File: src/rtl/calc1.sv
// Exponent-path select encoding shared with calculation_unit.
package calc1;

  typedef enum logic [1:0] {
    EXP_ALIGNED_A   = 2'd0,
    EXP_ADDER       = 2'd1,
    EXP_SUBTRACTOR  = 2'd2
  } exponent_select;

endpackage

File: src/rtl/calc2.sv
// Fraction-path select encoding shared with calculation_unit.
package calc2;

  typedef enum logic [1:0] {
    FRAC_ADDER         = 2'd0,
    FRAC_SUBTRACTOR    = 2'd1,
    FRAC_MULTIPLIER    = 2'd2,
    FRAC_QUOTIENT_ROOT = 2'd3
  } fraction_select;

endpackage

File: src/rtl/calc_ctrl.sv
// Operation, state and select-decode definitions for calculation_unit_controller.
package calc_ctrl;

  typedef enum logic [2:0] {
    OP_ADD  = 3'd0,
    OP_SUB  = 3'd1,
    OP_MUL  = 3'd2,
    OP_DIV  = 3'd3,
    OP_SQRT = 3'd4
  } op_t;

  typedef enum logic [1:0] {
    ST_IDLE    = 2'd0,
    ST_EXEC    = 2'd1,
    ST_ITERATE = 2'd2,
    ST_HOLD    = 2'd3
  } state_t;

  typedef struct packed {
    calc1::exponent_select exponent;
    calc2::fraction_select fraction;
    logic                  mode;
  } decode_t;

  // Reserved encodings collapse to ADD.
  function automatic op_t legal_op(input op_t op);
    case (op)
      OP_ADD, OP_SUB, OP_MUL, OP_DIV, OP_SQRT: return op;
      default:                                 return OP_ADD;
    endcase
  endfunction

  function automatic logic is_iterative(input op_t op);
    return (op == OP_DIV) || (op == OP_SQRT);
  endfunction

  function automatic decode_t decode(input op_t op);
    decode_t d;
    d.exponent = calc1::EXP_ALIGNED_A;
    d.fraction = calc2::FRAC_ADDER;
    d.mode     = 1'b0;
    case (op)
      OP_SUB: d.fraction = calc2::FRAC_SUBTRACTOR;
      OP_MUL: begin
        d.exponent = calc1::EXP_ADDER;
        d.fraction = calc2::FRAC_MULTIPLIER;
      end
      OP_DIV: begin
        d.exponent = calc1::EXP_SUBTRACTOR;
        d.fraction = calc2::FRAC_QUOTIENT_ROOT;
      end
      OP_SQRT: begin
        d.fraction = calc2::FRAC_QUOTIENT_ROOT;
        d.mode     = 1'b1;
      end
      default: ;
    endcase
    return d;
  endfunction

endpackage

File: src/rtl/calc_ctrl_watchdog.sv
// Iteration watchdog: counts enabled cycles, flags the last allowed cycle.
module calc_ctrl_watchdog #(
  parameter int unsigned MAX_CYCLES = 40,
  parameter int unsigned CNT_W      = $clog2(MAX_CYCLES + 1)
) (
  input  logic clk,
  input  logic reset,
  input  logic clear,
  input  logic enable,
  output logic expired
);

  logic [CNT_W-1:0] count;

  always_ff @(posedge clk) begin
    if (reset || clear) begin
      count <= '0;
    end else if (enable) begin
      count <= count + CNT_W'(1);
    end
  end

  // Asserted in the cycle whose increment would reach MAX_CYCLES.
  assign expired = enable && (count == CNT_W'(MAX_CYCLES - 1));

endmodule

File: src/rtl/calculation_unit_controller.sv
// Sequencing controller for calculation_unit: op handshake, select decode,
// divide/sqrt iteration with watchdog, and result hold until accepted.
module calculation_unit_controller
  import calc_ctrl::*;
#(
  parameter int unsigned MAX_ITER_CYCLES = 40,
  parameter int unsigned CNT_W           = $clog2(MAX_ITER_CYCLES + 1)
) (
  input  logic                  clk,
  input  logic                  reset,
  input  logic                  in_valid,
  input  op_t                   in_op,
  output logic                  in_ready,
  input  logic                  done,
  output calc1::exponent_select calculation_exponent_select,
  output calc2::fraction_select calculation_fraction_select,
  output logic                  division_mode,
  output logic                  division_op,
  output logic                  result_load,
  output logic                  out_valid,
  output logic                  out_error,
  input  logic                  out_ready,
  output logic                  busy
);

  state_t  state;
  op_t     op_q;
  op_t     new_op;
  logic    err_q;
  logic    mode_q;
  logic    accept;
  logic    expired;
  logic    is_idle;
  logic    is_iter;
  logic    is_hold;
  decode_t cur_dec;

  assign is_idle = (state == ST_IDLE);
  assign is_iter = (state == ST_ITERATE);
  assign is_hold = (state == ST_HOLD);

  assign new_op   = legal_op(in_op);
  assign cur_dec  = decode(op_q);
  assign in_ready = is_idle || (is_hold && out_ready);
  assign accept   = in_valid && in_ready;

  assign calculation_exponent_select = cur_dec.exponent;
  assign calculation_fraction_select = cur_dec.fraction;

  // Mode follows the op while iterating and holds its last value otherwise.
  assign division_mode = is_iter ? cur_dec.mode : mode_q;

  // done drops the start/hold line in the same cycle so the unit never restarts.
  assign division_op = !reset && is_iter && !done && !expired;
  assign result_load = !reset && ((state == ST_EXEC) || (is_iter && done));

  assign busy      = !is_idle;
  assign out_valid = is_hold;
  assign out_error = is_hold && err_q;

  calc_ctrl_watchdog #(
    .MAX_CYCLES (MAX_ITER_CYCLES),
    .CNT_W      (CNT_W)
  ) u_watchdog (
    .clk     (clk),
    .reset   (reset),
    .clear   (accept),
    .enable  (is_iter),
    .expired (expired)
  );

  always_ff @(posedge clk) begin
    if (reset) begin
      state  <= ST_IDLE;
      op_q   <= OP_ADD;
      err_q  <= 1'b0;
      mode_q <= 1'b0;
    end else begin
      mode_q <= division_mode;
      case (state)
        ST_IDLE, ST_HOLD: begin
          if (accept) begin
            op_q  <= new_op;
            err_q <= 1'b0;
            state <= is_iterative(new_op) ? ST_ITERATE : ST_EXEC;
          end else if (is_hold && out_ready) begin
            state <= ST_IDLE;
          end
        end
        ST_EXEC: state <= ST_HOLD;
        ST_ITERATE: begin
          // done takes priority over a simultaneous watchdog expiry.
          if (done) begin
            state <= ST_HOLD;
          end else if (expired) begin
            state <= ST_HOLD;
            err_q <= 1'b1;
          end
        end
        default: state <= ST_IDLE;
      endcase
    end
  end

endmodule

File: config.mk
export PLATFORM = sky130hd
export DESIGN_NAME = calculation_unit_controller
export DESIGN_NICKNAME = d
export VERILOG_FILES = /design/src/rtl/calc1.sv /design/src/rtl/calc2.sv /design/src/rtl/calc_ctrl.sv /design/src/rtl/calc_ctrl_watchdog.sv /design/src/rtl/calculation_unit_controller.sv
export SDC_FILE = /design/constraint.sdc
export NUM_CORES = 1
export LEC_CHECK = 0
export CORE_MARGIN = 5
export CORE_UTILIZATION = 53
export DETAILED_ROUTE_END_ITERATION = 10
export DONT_BUFFER_PORTS = 1
export PLACE_DENSITY = 0.72
export SYNTH_ARGS = -nofsm -noshare
export SYNTH_HDL_FRONTEND = slang
export SYNTH_SLANG_ARGS = --single-unit
File: constraint.sdc
create_clock -name clk -period 1.4 [get_ports clk]
set_input_delay 0.35 -clock clk [delete_from_list [all_inputs] [get_ports clk]]
set_output_delay 0.35 -clock clk [all_outputs]
set_load 0.05 [all_outputs]
==> results of run 1 <==
[per-stage QoR]
step                      instance area (sq um)  hold slack (ns)
after global placement                     1070            0.416
after floorplan                             817            0.485
after detailed placement                   1070            0.419
[cell families after synthesis]
family / after synthesis / share of synthesized area [%]
buf+inv: 8 / 4.71
flops: 13 / 35.0
simple gates: 38 / 25.4
fa+ha+maj: 5 / 8.40
compound gates: 16 / 15.3
mux: 4 / 5.38
xor+xnor: 5 / 5.88
==> impl_metrics.yaml, run 1 <==
synthesis:
  ys_types: 31
  ys.flop_type: "dfxtp_1"
  yosysTopAreaCellShare_pct: 35.0
  synth.most_common_cell: "nor2_1"
  synth_edf_count: 0
  seq_area_frac_synth_pct: 35.0
  synthCells: 89
  synth_area_per_cell_sq_um: 8.36
  ys_ff_latch: 13
  async_flop_share_pct: 0
  synth_top_cell_by_area: "dfxtp_1"
  ys_warn_count: 0
  synth.area.top_cells: "dfxtp_1, ha_1, nor2_1, mux2i_1, nand2_1"
  synth_nets: 102
  synth_area_sq_um: 744
  synth_common_cells: "nor2_1, dfxtp_1, nand2_1, ha_1, inv_1"
placement:
  place_congestion: 0.779
  place_ws_ns: -0.0855
  portBuffers: 0
  dp.cells: 125
  hpwl_um: 1380
floorplanning:
  die_width_um: 47.5
  die_h_um: 47.5
  ioPinCount: 19
  num_rows: 13
  start_util_pct: 56.5
clocking:
  clockBufferDepth: 2
  clockRootBuffer: "clkbuf_4"
  post_cts_resize_count: 40
  hold_buffers: 0
  postCtsSetupRepairBufs: 8
  htreeDepth: 1
  cts_buffers: 3
  cts.sink_count: 13
run_status:
  failed_stage: "4_1_cts"
  error: "[ERROR DPL-0033] detailed placement checks failed during check placement."
  status: "aborted with a tool error"
==> inputs of run 2 (changes only) <==
--- a/config.mk
+++ b/config.mk
@@ -5,11 +5,11 @@
 export SDC_FILE = /design/constraint.sdc
 export NUM_CORES = 1
 export LEC_CHECK = 0
-export CORE_MARGIN = 5
-export CORE_UTILIZATION = 53
+export CORE_AREA = 5 5 66 68
 export DETAILED_ROUTE_END_ITERATION = 10
+export DIE_AREA = 0 0 71 73
 export DONT_BUFFER_PORTS = 1
-export PLACE_DENSITY = 0.72
+export PLACE_DENSITY_LB_ADDON = 0.15
 export SYNTH_ARGS = -nofsm -noshare
 export SYNTH_HDL_FRONTEND = slang
 export SYNTH_SLANG_ARGS = --single-unit
==> constraint.sdc (replaced) <==
create_clock -name clk -period 1.8 [get_ports clk]
set_input_delay 0.45 -clock clk [delete_from_list [all_inputs] [get_ports clk]]
set_output_delay 0.45 -clock clk [all_outputs]
set_load 0.05 [all_outputs]
==> run 2 against run 1 <==
- synthesized area stayed put
- synthesized cell count unchanged
- the run now ends clean
==> impl_metrics.yaml, run 2 <==
run_status:
  status: "complete, no violations"
critical_path:
  endpoint_kind: "output pin"
  max_stage_delay_ns: 0.36
  cp-start-kind: "flop"
  r2r-start: "state[1]"
  crit_start: "state[0]"
  critPathSlowestCell: "dfxtp_4"
  cp_max_fo: 4
  crit_required_ns: 1.35
  crit-reg2reg-capture: "op_q[0]"
  crit_arrival_ns: 1.29
  reg2reg_depth: 8
  path_cells: "inv_4 > ha_4 > and2b_1 > o21ai_2 > nor2_2 > buf_12"
  crit_type: "reg -> out"
  crit_end: "division_op"
  reg2reg_slack_ns: 0.25
timing:
  finalSetupViolCount: 0
  rsz0062_at_grt: "yes"
  finalMaxSlewViolations: 0
  worstMarginPinSlew_ns: 0.465
  period_minus_slack_ns: 1.74
  hold_viol: 0
  finClkSkew_ns: 0.00114
  post-route-period-util_pct: 96.7
  max_slew_margin_pct: 68.9
  fmax_ghz: 0.574
placement:
  dp.cells: 146
  place_congestion: 0.725
  portBuffers: 0
  placed_cell_area_sq_um: 918
  hpwl_um: 1380
finish:
  drive_gt1_share_pct: 35.5
  top_register: "u_watchdog.count"
  final_cell_mix: "nor2_1, buf_4, dfxtp_1, nand2_1"
  largestRegisters: "u_watchdog.count x6, op_q x3, state x2"
  num-nets-final: 121
  final_core_utilization_pct: 27.9
  layoutNonFillerInstCount: 157
  fin_area_sq_mm: 0.00106
  syn_to_final_growth_pct: 42.5
  n_antenna_cell: 0
  final_common_cell: "nor2_1"
  largest_register_ffs: 6
floorplanning:
  die_area_sq_mm: 0.00518
  die_width_um: 71
  num_rows: 23
  design.core.area_sq_mm: 0.00380
  start_util_pct: 19.6
  ioPinCount: 19
  die_h_um: 73
clocking:
  path_clk_slew_ns: 0.05
  cts_tree: "yes"
  clockBufferDepth: 2
  htreeDepth: 1
  cts.sink_count: 13
  cts_buffers: 3
  clockRootBuffer: "clkbuf_8"
  clk_latency_ns: 0.24
route:
  drc: 0
  wl_met1_um: 737
  ant_nets: 0
  wirelength_um: 1820
  vias: 663
  first_pass_iters: 4
  vias_per_cell: 4.22
  wl_met2_um: 906
  wl_met3_um: 159
  drt-initial-drc-count: 7
  wl_per_cell_um: 11.6
  highest_layer: "met4"
global_routing:
  grtUsageTotal_pct: 7.52
  grt_max_degree: 12
  grt_pass1_vias: 653
  grt_pass1_wl_um: 2970
  gr-total-overflow: 0
  antenna_found_initial: 0
synthesis:
  synth_common_cells: "nor2_1, dfxtp_1, nand2_1, ha_1, inv_1"
  async_flop_share_pct: 0
  synthCells: 89
  synth.area.top_cells: "dfxtp_1, ha_1, nor2_1, mux2i_1, nand2_1"
  ys.flop_type: "dfxtp_1"
  yosysTopAreaCellShare_pct: 35.0
  synth.most_common_cell: "nor2_1"
  seq_area_frac_synth_pct: 35.0
  ys_ff_latch: 13
  synth_edf_count: 0
  synth_area_per_cell_sq_um: 8.36
  synth_area_sq_um: 744
  synth_top_cell_by_area: "dfxtp_1"
  ys_types: 31
  ys_warn_count: 0
  synth_nets: 102
min_path:
  min_path_type: "in -> reg"
pwr:
  vdd.ir_drop.worst_mv: 0.405
  totalPowerFinal_mw: 1.46
  p_leak_nw: 0.405
  p_per_area_mw_per_mm2: 1380
flow_run:
  cap_violations: 0
## run 2: critical path, delay by kind of cell, from the launching register on
family	cells	cell delay, ns
buffers and inverters	2	0.22
AND/OR/NAND/NOR	2	0.28
adder cells (fa/ha/maj)	1	0.13
AO/OA/AOI/OAI	1	0.06
flip-flops	1	0.36
## run 2: worst min path at each step
stage / startpoint / end / slack, ns / cells past startpoint
after floorplan: state[1] / state[1] / 0.48 / 1
after global placement: state[0] / state[0] / 0.50 / 1
after detailed placement: state[0] / state[0] / 0.51 / 1
after CTS: reset / err_q / 0.26 / 1
after global routing: reset / err_q / 0.25 / 1
final: reset / err_q / 0.27 / 1
## run 2: power breakdown
group / internal (mW) / leakage [nW] / total, mW / switching [mW]
clock: 0.156 / 0.0228 / 0.258 / 0.102
sequential: 0.337 / 0.108 / 0.380 / 0.0438
combinational: 0.357 / 0.275 / 0.825 / 0.469
total: 0.850 / 0.405 / 1.46 / 0.614
## run 2: kinds of logic after synthesis
family,share of synthesized area (%)
XOR/XNOR,5.88
buffers and inverters,4.71
flip-flops,35.0
adder cells (fa/ha/maj),8.40
AO/OA/AOI/OAI,15.3
AND/OR/NAND/NOR,25.4
multiplexers,5.38
## run 2: repair_timing
action                                  in CTS  in global routing
hold buffers                                 0                  0
gates cloned                                 0                  0
setup buffers                                4                  3
pin swaps                                    3                  2
resized for setup                            9                  5
endpoints found under the setup margin       3                  3
## run 2: layout make-up
class                           count  area [sq um]
Tap cell                           50          62.6
Sequential cell                    13           270
Fill cell                         443          2740
Clock buffer                        4          45.0
Multi-Input combinational cell     68           488
Timing Repair Buffer               16           170
Inverter                            6          25.0
## run 2: per-stage QoR
stage                     TNS (ns)  setup WS, ns  hold slack, ns
after floorplan             -0.121        -0.121           0.477
after global placement           0         0.144           0.500
after detailed placement         0         0.145           0.506
after CTS                        0       0.00261           0.258
after global routing       -0.0393       -0.0315           0.246
final                            0        0.0592           0.269
## run 2: per-layer routing
layer	up-vias	GRT usage (%)
met1	314	7.93
li1	332	-
met2	15	12.5
met4	0	2.51
met3	2	4.55
met5	-	0
No activity file was read; power rests on OpenSTA's default activity.
